<file path="src/rtl/serial_pattern_generator_if.sv">
// Bundle for the serial pattern generator: pattern-word handshake plus the
// serial stream and status outputs. master drives words in, slave is the
// generator.
//
// Handshake: a word transfers on a rising clk edge where pat_valid and
// pat_ready are both high; pattern and reps are sampled only on that edge.
// out is meaningful only while out_valid is high.
interface serial_pattern_generator_if #(
    parameter int WIDTH = 3,
    parameter int REP_W = 4
);
    logic             pat_valid;
    logic             pat_ready;
    logic [WIDTH-1:0] pattern;
    logic [REP_W-1:0] reps;
    logic             abort;
    logic             out;
    logic             out_valid;
    logic             busy;
    logic             done;

    modport master (
        output pat_valid, pattern, reps, abort,
        input  pat_ready, out, out_valid, busy, done
    );

    modport slave (
        input  pat_valid, pattern, reps, abort,
        output pat_ready, out, out_valid, busy, done
    );
endinterface

</file>
<file path="src/rtl/serial_pattern_generator.sv">
// Serial pattern generator: accepts a WIDTH-bit word and shifts it out
// MSB-first, one bit per clock, repeated reps times (reps=0 acts as 1).
// Optional macro PATTERN_GEN_PARITY_EN appends an even-parity bit after
// every repetition (extra PAR state).
// dbg_state exposes the FSM state for observation.
module serial_pattern_generator #(
    parameter int WIDTH = 3,
    parameter int REP_W = 4
) (
    input  logic                        clk,
    input  logic                        rst,
    serial_pattern_generator_if.slave   bus,
    output logic [1:0]                  dbg_state
);
    localparam int CW = $clog2(WIDTH + 1);

`ifdef PATTERN_GEN_PARITY_EN
    typedef enum logic [1:0] {IDLE = 2'd0, SHIFT = 2'd1, PAR = 2'd2} state_t;
`else
    typedef enum logic [1:0] {IDLE = 2'd0, SHIFT = 2'd1} state_t;
`endif

    state_t           state;
    logic [WIDTH-1:0] pat_reg;
    logic [WIDTH-1:0] shreg;
    logic [CW-1:0]    bit_cnt;
    logic [REP_W-1:0] rep_cnt;

    assign bus.pat_ready = (state == IDLE);
    assign bus.busy      = (state != IDLE);
    assign dbg_state     = state;

    // FSM with registered serial outputs: load, shift, repeat, finish or abort
    always_ff @(posedge clk or posedge rst) begin
        if (rst) begin
            state         <= IDLE;
            pat_reg       <= '0;
            shreg         <= '0;
            bit_cnt       <= '0;
            rep_cnt       <= '0;
            bus.out       <= 1'b0;
            bus.out_valid <= 1'b0;
            bus.done      <= 1'b0;
        end else begin
            case (state)
                IDLE: begin
                    // abort is ignored here, so it never blocks a handshake
                    bus.out       <= 1'b0;
                    bus.out_valid <= 1'b0;
                    bus.done      <= 1'b0;
                    if (bus.pat_valid) begin
                        pat_reg       <= bus.pattern;
                        rep_cnt       <= (bus.reps == '0) ? REP_W'(1) : bus.reps;
                        bus.out       <= bus.pattern[WIDTH-1];
                        bus.out_valid <= 1'b1;
                        shreg         <= bus.pattern << 1;
                        bit_cnt       <= CW'(1);
                        state         <= SHIFT;
                    end
                end

                SHIFT: begin
                    if (bus.abort) begin
                        state         <= IDLE;
                        bus.out       <= 1'b0;
                        bus.out_valid <= 1'b0;
                        bus.done      <= 1'b0;
                    end else if (bit_cnt != CW'(WIDTH)) begin
                        bus.out <= shreg[WIDTH-1];
                        shreg   <= shreg << 1;
                        bit_cnt <= bit_cnt + CW'(1);
`ifdef PATTERN_GEN_PARITY_EN
                        // the parity bit, not a data bit, closes the transfer
                        bus.done <= 1'b0;
`else
                        bus.done <= (bit_cnt == CW'(WIDTH - 1)) && (rep_cnt == REP_W'(1));
`endif
                    end else begin
`ifdef PATTERN_GEN_PARITY_EN
                        state    <= PAR;
                        bus.out  <= ^pat_reg;
                        bus.done <= (rep_cnt == REP_W'(1));
`else
                        if (rep_cnt > REP_W'(1)) begin
                            // next repetition starts with no gap
                            rep_cnt  <= rep_cnt - REP_W'(1);
                            bus.out  <= pat_reg[WIDTH-1];
                            shreg    <= pat_reg << 1;
                            bit_cnt  <= CW'(1);
                            bus.done <= 1'b0;
                        end else begin
                            state         <= IDLE;
                            bus.out       <= 1'b0;
                            bus.out_valid <= 1'b0;
                            bus.done      <= 1'b0;
                        end
`endif
                    end
                end

`ifdef PATTERN_GEN_PARITY_EN
                PAR: begin
                    if (bus.abort) begin
                        state         <= IDLE;
                        bus.out       <= 1'b0;
                        bus.out_valid <= 1'b0;
                        bus.done      <= 1'b0;
                    end else if (rep_cnt > REP_W'(1)) begin
                        state    <= SHIFT;
                        rep_cnt  <= rep_cnt - REP_W'(1);
                        bus.out  <= pat_reg[WIDTH-1];
                        shreg    <= pat_reg << 1;
                        bit_cnt  <= CW'(1);
                        bus.done <= 1'b0;
                    end else begin
                        state         <= IDLE;
                        bus.out       <= 1'b0;
                        bus.out_valid <= 1'b0;
                        bus.done      <= 1'b0;
                    end
                end
`endif

                default: begin
                    state         <= IDLE;
                    bus.out       <= 1'b0;
                    bus.out_valid <= 1'b0;
                    bus.done      <= 1'b0;
                end
            endcase
        end
    end
endmodule

</file>
<file path="src/flat_wrapper.sv">
// flat-port wrapper written by rule: the top's interface ports become plain ports
module serial_pattern_generator_flat 
#(
    parameter int WIDTH = 3,
    parameter int REP_W = 4
)
  (clk, rst, dbg_state, bus_pat_valid, bus_pattern, bus_reps, bus_abort, bus_pat_ready, bus_out, bus_out_valid, bus_busy, bus_done);
  serial_pattern_generator_if #(.WIDTH(WIDTH), .REP_W(REP_W)) bus_i ();
  input  logic clk;
  input  logic rst;
  output logic [1:0] dbg_state;
  input wire logic [$bits(bus_i.pat_valid)-1:0] bus_pat_valid;
  input wire logic [$bits(bus_i.pattern)-1:0] bus_pattern;
  input wire logic [$bits(bus_i.reps)-1:0] bus_reps;
  input wire logic [$bits(bus_i.abort)-1:0] bus_abort;
  output wire logic [$bits(bus_i.pat_ready)-1:0] bus_pat_ready;
  output wire logic [$bits(bus_i.out)-1:0] bus_out;
  output wire logic [$bits(bus_i.out_valid)-1:0] bus_out_valid;
  output wire logic [$bits(bus_i.busy)-1:0] bus_busy;
  output wire logic [$bits(bus_i.done)-1:0] bus_done;
  assign bus_i.pat_valid = bus_pat_valid;
  assign bus_i.pattern = bus_pattern;
  assign bus_i.reps = bus_reps;
  assign bus_i.abort = bus_abort;
  assign bus_pat_ready = bus_i.pat_ready;
  assign bus_out = bus_i.out;
  assign bus_out_valid = bus_i.out_valid;
  assign bus_busy = bus_i.busy;
  assign bus_done = bus_i.done;
  serial_pattern_generator #(.WIDTH(WIDTH), .REP_W(REP_W)) u_core (.clk(clk), .rst(rst), .bus(bus_i), .dbg_state(dbg_state));
endmodule
</file>
<file path="config.mk">
export PLATFORM = sky130hd
export DESIGN_NAME = serial_pattern_generator_flat
export DESIGN_NICKNAME = d
export VERILOG_FILES = /design/src/rtl/serial_pattern_generator_if.sv /design/src/rtl/serial_pattern_generator.sv /design/src/flat_wrapper.sv
export SDC_FILE = /design/constraint.sdc
export NUM_CORES = 1
export LEC_CHECK = 0
export ABC_AREA = 1
export BUFFER_PORTS_ARGS = -buffer_cell sky130_fd_sc_hd__buf_2
export CORE_ASPECT_RATIO = 0.9
export CORE_MARGIN = 3
export CORE_UTILIZATION = 53
export CTS_BUF_LIST = sky130_fd_sc_hd__clkbuf_16
export DETAILED_ROUTE_END_ITERATION = 16
export PLACE_DENSITY = 0.86
export SYNTH_ARGS = -nofsm -noshare
export SYNTH_HDL_FRONTEND = slang
export SYNTH_SLANG_ARGS = --single-unit
</file>
<file path="constraint.sdc">
create_clock -name clk -period 1.46 [get_ports clk]
set_input_delay 0.073 -clock clk [delete_from_list [all_inputs] [get_ports clk]]
set_output_delay 0.073 -clock clk [all_outputs]
set_load 0.02 [all_outputs]
</file>
# After elaboration in Yosys (flattened, before gate mapping)
# Index checks and enable logic that the tools add are counted.
dict set report classes {
  n_addsub 2
  order_cmp 1
  eq_ne 11
  n_mux 33
  n_reduce_logical 10
}
# operator n
set ops {}
lappend ops {{$mux 4} 5}
lappend ops {{$mux 2} 7}
lappend ops {{$mux 3} 4}
lappend ops {{$mux 1} 11}
lappend ops {{$ne 2x2->1 const B} 4}
lappend ops {{$pmux 2 s2} 2}
lappend ops {{$pmux 4 s2} 1}
lappend ops {{$ne 3x3->1 const B} 2}
lappend ops {{$pmux 3 s2} 1}
lappend ops {{$reduce_and 5->1} 1}
lappend ops {{$eq 4x1->1 const B} 1}
lappend ops {{$gt 4x1->1 const B} 1}
lappend ops {{$logic_not 4->1} 1}
lappend ops {{$pmux 1 s2} 2}
lappend ops {{$reduce_and 2->1} 2}
lappend ops {{$reduce_and 4->1} 1}
lappend ops {{$reduce_bool 2->1} 2}
lappend ops {{$sub 4x1->4 const B} 1}
lappend ops {{$ne 3x1->1 const B} 1}
lappend ops {{$reduce_and 3->1} 1}
lappend ops {{$add 2x1->2 const B} 1}
lappend ops {{$eq 2x1->1 const B} 1}
lappend ops {{$eq 2x2->1 const B} 1}
lappend ops {{$logic_not 2->1} 1}
lappend ops {{2 further kinds} 2}
dict set report word_totals {
  ff_bits 17
  in_bits 11
  out_inout_bits 7
  wordCells 65
}

# Longest topological paths before layout
# Gate-level depths: netlist (run 1).
dict set report depth {
  word_depth 5
  mapped_depth 8
  ltp_nobuf 8
}

# Worst setup path before layout (run 1)
# OpenSTA, ideal clock, no wires.
dict set report synth_path {
  kind {register to register}
  from {register u_core.rep_cnt[0]}
  to {register u_core.bit_cnt[0]}
  setup_ps 118
  arrival_ps 1198
  t_required_ps 1342
  setup_slack_ps 145
  stages_incl_launch_ff 7
  path_buffers 0
  synth_period_minus_slack_ps 1315
  cell_sequence {dfrtp_1 > inv_1 > ha_1 > o21ai_2 > nand2_4 > nand2_8 > o21ai_2}
}
dict set report synth_via {
  elab_chain_len 3
}
# element line
set synth_lines {}
lappend synth_lines {{from (decl)} serial_pattern_generator.sv:27} ;# logic [REP_W-1:0] rep_cnt;
lappend synth_lines {{from (signal assigned)} serial_pattern_generator.sv:53} ;# rep_cnt <= (bus.reps == '0) ? REP_W'(1) : bus.reps;
lappend synth_lines {{from (signal assigned)} serial_pattern_generator.sv:86} ;# rep_cnt <= rep_cnt - REP_W'(1);
lappend synth_lines {{$gt 4x1->1} serial_pattern_generator.sv:84} ;# if (rep_cnt > REP_W'(1)) begin
lappend synth_lines {{$ne 3x1->1 (no source line)} -}
lappend synth_lines {{$reduce_and 4->1 (no source line)} -}
lappend synth_lines {{to (signal assigned)} serial_pattern_generator.sv:71} ;# bit_cnt <= bit_cnt + CW'(1);
lappend synth_lines {{to (decl)} serial_pattern_generator.sv:26} ;# logic [CW-1:0] bit_cnt;
# Every way passes these cells.
# A chain may end at the register's enable or synchronous reset.

# Worst setup path in the final report (run 1)
dict set report layout_path {
  from {register u_core.rep_cnt[0]}
  to {register u_core.shreg[1]}
}
dict set report layout_via {
  elab_chain_len 3
}
# element line
set layout_lines {}
lappend layout_lines {{$gt 4x1->1} serial_pattern_generator.sv:84}
lappend layout_lines {{$ne 3x1->1 (no source line)} -}
lappend layout_lines {{$reduce_and 4->1 (no source line)} -}
lappend layout_lines {{to (signal assigned)} serial_pattern_generator.sv:56} ;# shreg <= bus.pattern << 1;
lappend layout_lines {{to (signal assigned)} serial_pattern_generator.sv:70} ;# shreg <= shreg << 1;
lappend layout_lines {{to (signal assigned)} serial_pattern_generator.sv:88} ;# shreg <= pat_reg << 1;
lappend layout_lines {{to (decl)} serial_pattern_generator.sv:25} ;# logic [WIDTH-1:0] shreg;
# Every way passes these cells.

==> results of run 1 <==
## layer usage
layer	GRT usage (%)	part of all wire, %	vias up
met1	24.4	42	393
li1	-	-	401
met4	12.4	3.1	0
met5	0	0	-
met3	5.18	6.3	10
met2	33.6	48	25
## power breakdown
group	total (mW)	switching (mW)	internal, mW
combinational	1.50	0.952	0.544
sequential	0.739	0.138	0.601
clock	0.529	0.166	0.363
## logic make-up after synthesis
| logic type | after synthesis | synth area share [%] |
|---|---|---|
| DFF | 15 | 39.5 |
| buffers and inverters | 17 | 8.29 |
| xor gates and xnor gates | 1 | 0.921 |
| and+or+nand+nor | 59 | 32.2 |
| AOI/OAI and AO/OA | 17 | 12.1 |
| other | 1 | 0.394 |
| adders and majority gates | 5 | 6.58 |
## synthesized netlist by cell type
cell      n
buf_4     4
a31oi_1   1
nand2_8   1
inv_1     9
o21ai_1   4
o21ai_0   4
conb_1    1
xnor2_1   1
dfrtp_1  15
nand2_1  33
nor2_2    3
a22oi_1   1
nand2_2   4
nand3_1   4
o21ai_2   5
ha_1      5
nor2_8    1
a21oi_2   2
inv_2     4
nor2_1    9
nand2_4   4
## stage by stage
stage | util (%) | instance area, sq um | total power, mW | setup WS [ns]
final | 74.3 | 1160 | 2.76 | 0.0585
after global routing | 74.3 | 1160 | 2.95 | -0.00364
after CTS | 73.0 | 1140 | 2.69 | 0.0284
after detailed placement | 66.8 | 1040 | 2.10 | -0.00642
after global placement | 66.8 | 1040 | 2.04 | 0.0966
after floorplan | - | 951 | 1.82 | 0.145
## critical path, delay by kind of cell (launching register included)
family | cells | cell delay [ns]
DFF | 1 | 0.39
AOI/OAI and AO/OA | 2 | 0.29
adders and majority gates | 1 | 0.26
buffers and inverters | 2 | 0.25
and+or+nand+nor | 2 | 0.11
## how the worst max path moves through the flow
stage	startpoint	endpoint	slack (ns)	depth (start not counted)
2_1_floorplan	u_core.rep_cnt[0]	u_core.bit_cnt[0]	0.14	6
3_3_place_gp	u_core.rep_cnt[0]	u_core.bit_cnt[0]	0.1	7
3_5_place_dp	u_core.rep_cnt[0]	u_core.rep_cnt[2]	-0.006	7
4_1_cts	u_core.rep_cnt[0]	u_core.rep_cnt[2]	0.03	7
5_1_grt	u_core.rep_cnt[0]	u_core.shreg[1]	-0.004	7
6_report	u_core.rep_cnt[0]	u_core.shreg[1]	0.06	7
## final cells by class
type                    count  area, sq um  area share, %
multi-input cells          83          509           43.9
flip-flops and latches     15          375           32.4
repair buffers             21          120           10.4
clock buffers               3         75.1           6.47
inverters                  13         48.8           4.21
well taps                  22         27.5           2.37
clock inverters             1         3.75          0.324
## what timing repair did
item,in CTS,in global routing
setup buffers,0,2
hold buffers,1,0
pin swaps,0,1
hold endpoints to repair,15,0
gates resized for setup,1,1
setup endpoints to repair,4,8
==> flow_summary.yaml, run 1 <==
layout:
  antennaDiodeCount: 0
  area_growth_pct: 22.0
  largest_reg_flops: 4
  nNetsFinal: 153
  drive_gt1_share_pct: 34.6
  layout_common_cells: "nand2_1, buf_2, dfrtp_1, inv_1, nor2_1"
  final_common_cell: "nand2_1"
  num-fill-cells: 124
  fin_cells: 158
global_route:
  grt-ovfl-total: 0
  grt_usage_pct: 20.4
  grt_max_degree: 16
  grt_pass1_vias: 774
  antenna_found_initial: 0
  grt_pass1_wl_microns: 3440
cts:
  root_buffer: "clkbuf_16"
  cts_buffers: 3
  clk-insertion-delay-late_ns: 0.25
  cts_buffer_depth: 2
  cts.htree.levels: 1
  path_clk_slew_ns: 0.05
  cts_tree: "done"
  cts_sinks: 15
critical_path:
  slowest_delay_ns: 0.39
  cp_common_cell: "nand2_1"
  r2r_cells: 7
  crit_fanout: 4
  crit_path_top_delay_cell: "dfrtp_1"
  start_kind: "register"
  path_class: "reg -> reg"
  r2r-end: "u_core.shreg[1]"
  worstReg2RegStart: "u_core.rep_cnt[0]"
  arrival_ns: 1.54
  reg2reg_setup_slack_ns: 0.06
  crit_path_end_kind: "register"
  crit_chain: "inv_1 > ha_1 > o21ai_4 > buf_4 > a21oi_2 > nand2_1 > nand2_1"
  worst_ep_required_time_ns: 1.60
detailed_routing:
  post_drt_wl_per_cell_microns: 13.5
  routed_wl_microns: 2130
  drc: 0
  vias: 829
  firstDrtPassIters: 4
  ant_nets: 0
  routed_via_density: 5.25
  drtIter0Drc: 17
floorplan:
  num_rows: 13
  die_h_microns: 46.2
  ioPinCount: 18
  core_area_sq_um: 1560
  fp.dieArea_sq_um: 2340
  initial_core_util_pct: 60.9
  die_w_microns: 50.7
min_path:
  timing.hold.worst_endpoint: "u_core.pat_reg[1]"
  min_from: "bus_pattern[1]"
  hold_depth: 3
  hold_path_class: "in -> reg"
power_and_ir_drop:
  ir_drop_mv: 1.49
  p_leak_nw: 0.619
  pwr_density_cell_nw_per_um2: 2380
yosys:
  synth_nets: 131
  syn_area_sq_um: 951
  yosysSeqAreaShare_pct: 39.5
  yosys.area.top_type: "dfrtp_1"
  synthDistinctLibCells: 21
  yosys_warnings: 0
  synthDominantCellAreaShare_pct: 39.5
  avgSynthCellArea_sq_um: 8.27
  synthCells: 115
  yosys-top-cells-area: "dfrtp_1, nand2_1, ha_1, nand2_4, o21ai_2"
  synth_seq_cells: 15
sta:
  finalHoldViolations: 0
  fin_crit_ns: 1.40
  setup-tns-final_ns: 0
  worstMarginPinSlew_ns: 0.582
  slew_viol_final: 0
  fin_crit_sh_pct: 96.0
  max_freq_mhz: 714
  slew_headroom_pct: 61.1
  whs_ns: 0.0369
  clock_skew_ns: 0.00346
  setup-violations-final: 0
placed_design:
  dpl.cell_count: 151
  gp_congestion: 0.851
  hpwl_microns: 1510
  portBuffers: 16
run:
  maxCapViolations: 0
outcome:
  status: "finished, final reports clean"
(Power assumes the default switching activity.)
==> run 2, diff against run 1 <==
CTS_BUF_LIST = not set   (was sky130_fd_sc_hd__clkbuf_16)
==> run 2 against run 1 <==
  * Critical path depth did not move
  * Final area is 4.1% lower
  * Critical path type unchanged
  * Worst hold slack gained 0.011 ns
  * First-iteration DRC count is the same
  * Sequential cell count unchanged
  * Highest routed layer unchanged
==> flow_summary.yaml, run 2 (same netlist as run 1, synthesis figures left out) <==
floorplan:
  initial_core_util_pct: 60.9
  num_rows: 13
  die_w_microns: 50.7
  fp.dieArea_sq_um: 2340
  ioPinCount: 18
  core_area_sq_um: 1560
  die_h_microns: 46.2
min_path:
  hold_depth: 3
  timing.hold.worst_endpoint: "u_core.pat_reg[0]"
  min_from: "bus_pattern[0]"
  hold_path_class: "in -> reg"
critical_path:
  r2r_cells: 7
  path_class: "reg -> reg"
  slowest_delay_ns: 0.42
  worstReg2RegStart: "u_core.rep_cnt[0]"
  r2r-end: "u_core.shreg[1]"
  reg2reg_setup_slack_ns: 0.09
  cp_common_cell: "nand2_1"
  worst_ep_required_time_ns: 1.70
  start_kind: "register"
  arrival_ns: 1.60
  crit_chain: "inv_1 > ha_2 > o21ai_4 > buf_4 > a21oi_2 > nand2_1 > nand2_1"
  crit_path_end_kind: "register"
  crit_fanout: 4
  crit_path_top_delay_cell: "dfrtp_1"
detailed_routing:
  firstDrtPassIters: 4
  drtIter0Drc: 17
  ant_nets: 0
  post_drt_wl_per_cell_microns: 12.8
  routed_via_density: 5.13
  drc: 0
  vias: 810
  routed_wl_microns: 2020
cts:
  path_clk_slew_ns: 0.09
  root_buffer: "clkbuf_4"
  clk-insertion-delay-late_ns: 0.29
  cts_tree: "done"
  cts_buffers: 3
  cts.htree.levels: 1
  cts_sinks: 15
  cts_buffer_depth: 2
placed_design:
  placed_area_sq_um: 1040
  dpl.cell_count: 151
  portBuffers: 16
  hpwl_microns: 1510
  gp_congestion: 0.851
layout:
  seq_area_sq_um: 375
  antennaDiodeCount: 0
  fin_cells: 158
  drive_gt1_share_pct: 34.6
  largest_reg_flops: 4
  final_common_cell: "nand2_1"
  num-fill-cells: 129
  finalInstanceArea_sq_um: 1110
  multi_input_area_sq_um: 512
  area_growth_pct: 17.0
  post-route-util_pct: 71.2
  nNetsFinal: 153
  layout_common_cells: "nand2_1, buf_2, dfrtp_1, inv_1, nor2_1"
global_route:
  grt_pass1_wl_microns: 3430
  grt_pass1_vias: 795
  grt_usage_pct: 20.2
  grt_max_degree: 16
  grt-ovfl-total: 0
  antenna_found_initial: 0
sta:
  slew_viol_final: 0
  max_freq_mhz: 732
  clock_skew_ns: 0.000954
  slew_headroom_pct: 61.2
  fin_crit_ns: 1.37
  worstMarginPinSlew_ns: 0.581
  finalHoldViolations: 0
  setup-violations-final: 0
  fin_crit_sh_pct: 93.6
  rsz0062_at_grt: "no"
  whs_ns: 0.0477
run:
  maxCapViolations: 0
power_and_ir_drop:
  p_leak_nw: 0.589
  pwr_density_cell_nw_per_um2: 2200
  ir_drop_mv: 1.30
outcome:
  status: "finished, final reports clean"
-- run 2: cell types whose count changed in the layout (fill, tap and decap cells not counted), sizes merged --
cell         change
clkbuf           +1
dlygate4sd3      +1
buf              -1
inv              -1
-- run 2: stage by stage --
stage          setup TNS, ns  total power, mW  setup WS [ns]
2_1_floorplan              0             1.82          0.145
3_3_place_gp               0             2.04         0.0966
3_5_place_dp        -0.00938             2.10       -0.00642
4_1_cts                    0             2.39        0.00329
5_1_grt                    0             2.64         0.0111
6_report                   0             2.45         0.0931
-- run 2: report_power, final --
group	leakage, nW	switching, mW	total (mW)	internal [mW]
Sequential	0.188	0.135	0.733	0.598
Combinational	0.386	0.936	1.47	0.535
Clock	0.0150	0.139	0.245	0.106
Total	0.589	1.21	2.45	1.24
-- run 2: worst max-delay path by stage --
stage                              endpoint              start  depth (start not counted)  slack (ns)
after floorplan           u_core.bit_cnt[0]  u_core.rep_cnt[0]                          6        0.14
after global placement    u_core.bit_cnt[0]  u_core.rep_cnt[0]                          7         0.1
after detailed placement  u_core.rep_cnt[2]  u_core.rep_cnt[0]                          7      -0.006
after CTS                 u_core.rep_cnt[2]  u_core.rep_cnt[0]                          7       0.003
after global routing        u_core.shreg[1]  u_core.rep_cnt[0]                          7        0.01
final                       u_core.shreg[1]  u_core.rep_cnt[0]                          7        0.09
-- run 2: layout make-up --
| cell class | count | area share [%] |
|---|---|---|
| repair buffers | 21 | 11.0 |
| flip-flops and latches | 15 | 33.7 |
| multi-input cells | 83 | 46.0 |
| inverters | 13 | 4.39 |
| well taps | 22 | 2.47 |
| clock buffers | 4 | 2.36 |
-- run 2: timing repair --
action	CTS	global route
hold buffers	2	0
hold endpoints to repair	16	0
pin swaps	0	1
gates resized for setup	1	2
buffers inserted	0	1
endpoints found under the setup margin	7	8
-- run 2: per-layer routing --
metal / share of wire (%) / global-route usage (%) / vias up
met5: 0 / 0 / -
met4: 2.6 / 12.4 / 0
met3: 4.7 / 4.53 / 7
met2: 48 / 33.1 / 21
met1: 44 / 24.6 / 382
li1: - / - / 400
-- run 2: critical path: cells and delay by family (launching register included) --
kind                     cells  cell delay (ns)
buffers and inverters        2             0.26
flip-flops                   1             0.42
AND/OR/NAND/NOR              2             0.13
AO/OA/AOI/OAI                2             0.27
adder cells (fa/ha/maj)      1             0.23
==> run 3, diff against run 2 <==
CORE_MARGIN = 1   (was 3)
CORE_UTILIZATION = 56   (was 53)
CTS_BUF_LIST = sky130_fd_sc_hd__clkbuf_4   (was not set)
PLACE_DENSITY = 0.89   (was 0.86)
==> run 3 against run 2 <==
  * Register-to-register slack improved by 0.02 ns
  * Count of clock-buffer cells in the layout unchanged
  * Die area decreased by 20%
  * Via count increased by 2.0%
  * Global-route usage increased by 5.3 points
  * Non-clock buffer count decreased by 1
  * Utilization increased by 2.0 points
  * Clock skew increased by 0.0021 ns
  * Highest routed layer unchanged
  * Critical path depth unchanged
  * Worst hold slack got worse by 0.012 ns
==> flow_summary.yaml, run 3 (same netlist as run 1, synthesis figures left out) <==
cts:
  clk-insertion-delay-late_ns: 0.29
  cts_setup_buffers: 0
  cts_sinks: 15
  cts.htree.levels: 1
  path_clk_slew_ns: 0.08
  cts_buffers: 3
  cts_buffer_depth: 2
  root_buffer: "clkbuf_4"
  cts_tree: "done"
min_path:
  min_from: "bus_pattern[0]"
  hold_path_class: "in -> reg"
detailed_routing:
  drc: 0
  vias: 826
  routed_via_density: 5.26
  ant_nets: 0
  top_layer_used: "met4"
  drtIter0Drc: 19
  firstDrtPassIters: 4
  routed_wl_microns: 1970
  post_drt_wl_per_cell_microns: 12.5
  met3WireLength_microns: 141
  route.met2.wl_microns: 954
  drt-met1-wl_microns: 773
floorplan:
  num_rows: 13
  fp.dieArea_sq_um: 1870
  die_w_microns: 45.4
  die_h_microns: 41.1
  ioPinCount: 18
  core_area_sq_um: 1510
  initial_core_util_pct: 62.9
sta:
  worstMarginPinSlew_ns: 0.566
  slew_headroom_pct: 62.2
  setup-tns-final_ns: 0
  slew_viol_final: 0
  fin_crit_sh_pct: 92.1
  setup-violations-final: 0
  setup_slack_ns: 0.115
  fin_crit_ns: 1.34
  clock_skew_ns: 0.00305
  whs_ns: 0.0356
  max_freq_mhz: 744
  finalHoldViolations: 0
  rsz0062_at_grt: "no"
layout:
  antennaDiodeCount: 0
  seq_area_sq_um: 375
  drive_gt1_share_pct: 34.8
  finalInstanceArea_sq_um: 1110
  post-route-util_pct: 73.3
  layout_common_cells: "nand2_1, buf_2, dfrtp_1, inv_1, nor2_1"
  num-fill-cells: 107
  nNetsFinal: 152
  area_growth_pct: 16.6
  multi_input_area_sq_um: 512
  largest_reg_flops: 4
  fin_cells: 157
  final_common_cell: "nand2_1"
global_route:
  grt-ovfl-total: 0
  grt_usage_pct: 25.5
  antenna_found_initial: 0
  grt_pass1_wl_microns: 3170
  grt_pass1_vias: 777
  grt_max_degree: 16
critical_path:
  arrival_ns: 1.57
  cp-startpoint: "u_core.rep_cnt[1]"
  crit_fanout: 7
  worstReg2RegStart: "u_core.rep_cnt[1]"
  start_kind: "register"
  crit_path_end_kind: "register"
  worst_ep_required_time_ns: 1.68
  path_class: "reg -> reg"
outcome:
  status: "finished, final reports clean"
placed_design:
  hpwl_microns: 1430
  dpl.cell_count: 151
  portBuffers: 16
  gp_congestion: 0.751
  dp_slack_ns: 0.0199
  placed_area_sq_um: 1040
power_and_ir_drop:
  finalPower_mw: 2.43
  p_leak_nw: 0.588
  ir_drop_mv: 1.32
  pwr_density_cell_nw_per_um2: 2190
run:
  maxCapViolations: 0
## run 3: cell count changes in the layout (fill, tap and decap cells not counted)
cell,before,now
clkbuf_1,1,0
clkbuf_4,3,4
buf_4,3,2
## run 3: critical path, stage by stage (launching register included)
cell	delay [ns]
dfrtp_1	0.39
inv_1	0.08
ha_1	0.23
o21ai_4	0.26
nand2_4	0.10
nand2_8	0.11
nand2_2	0.05
o21ai_2	0.05
## run 3: timing repair
action | 4_1_cts | 5_1_grt
setup endpoints to repair | 1 | 6
pin swaps | 0 | 1
hold buffers | 2 | 0
hold endpoints to repair | 16 | 0
resized for setup | 1 | 2
## run 3: power by group
group | switching [mW] | total (mW) | internal, mW | leakage [nW]
logic | 0.921 | 1.43 | 0.513 | 0.382
registers | 0.138 | 0.737 | 0.599 | 0.188
clock network | 0.135 | 0.260 | 0.125 | 0.0184
## run 3: path summary, 6_finish.rpt
kind / cells after the start / end / slack, ns
worst max register to register: 7 / u_core.bit_cnt[0] / 0.12
min in group asynchronous: 3 / u_core.pat_reg[1] / 0.39
worst min register to register: 2 / u_core.shreg[1] / 0.48
max in group asynchronous: 3 / u_core.bit_cnt[1] / 0.70
worst max-delay path: 7 / u_core.bit_cnt[0] / 0.12
worst min-delay path: 3 / u_core.pat_reg[0] / 0.04
## run 3: layer usage
layer / vias to the layer above / global-route usage, %
met4: 0 / 21.2
met5: - / 0
met2: 36 / 40.7
met1: 381 / 28.1
li1: 397 / -
met3: 12 / 8.37
## run 3: cell type report
type / count / share of cell area (%)
timing repair buffer: 20 / 10.4
inverter: 13 / 4.40
clock buffer: 4 / 2.71
multi-input combinational: 83 / 46.2
tap: 22 / 2.48
sequential: 15 / 33.9
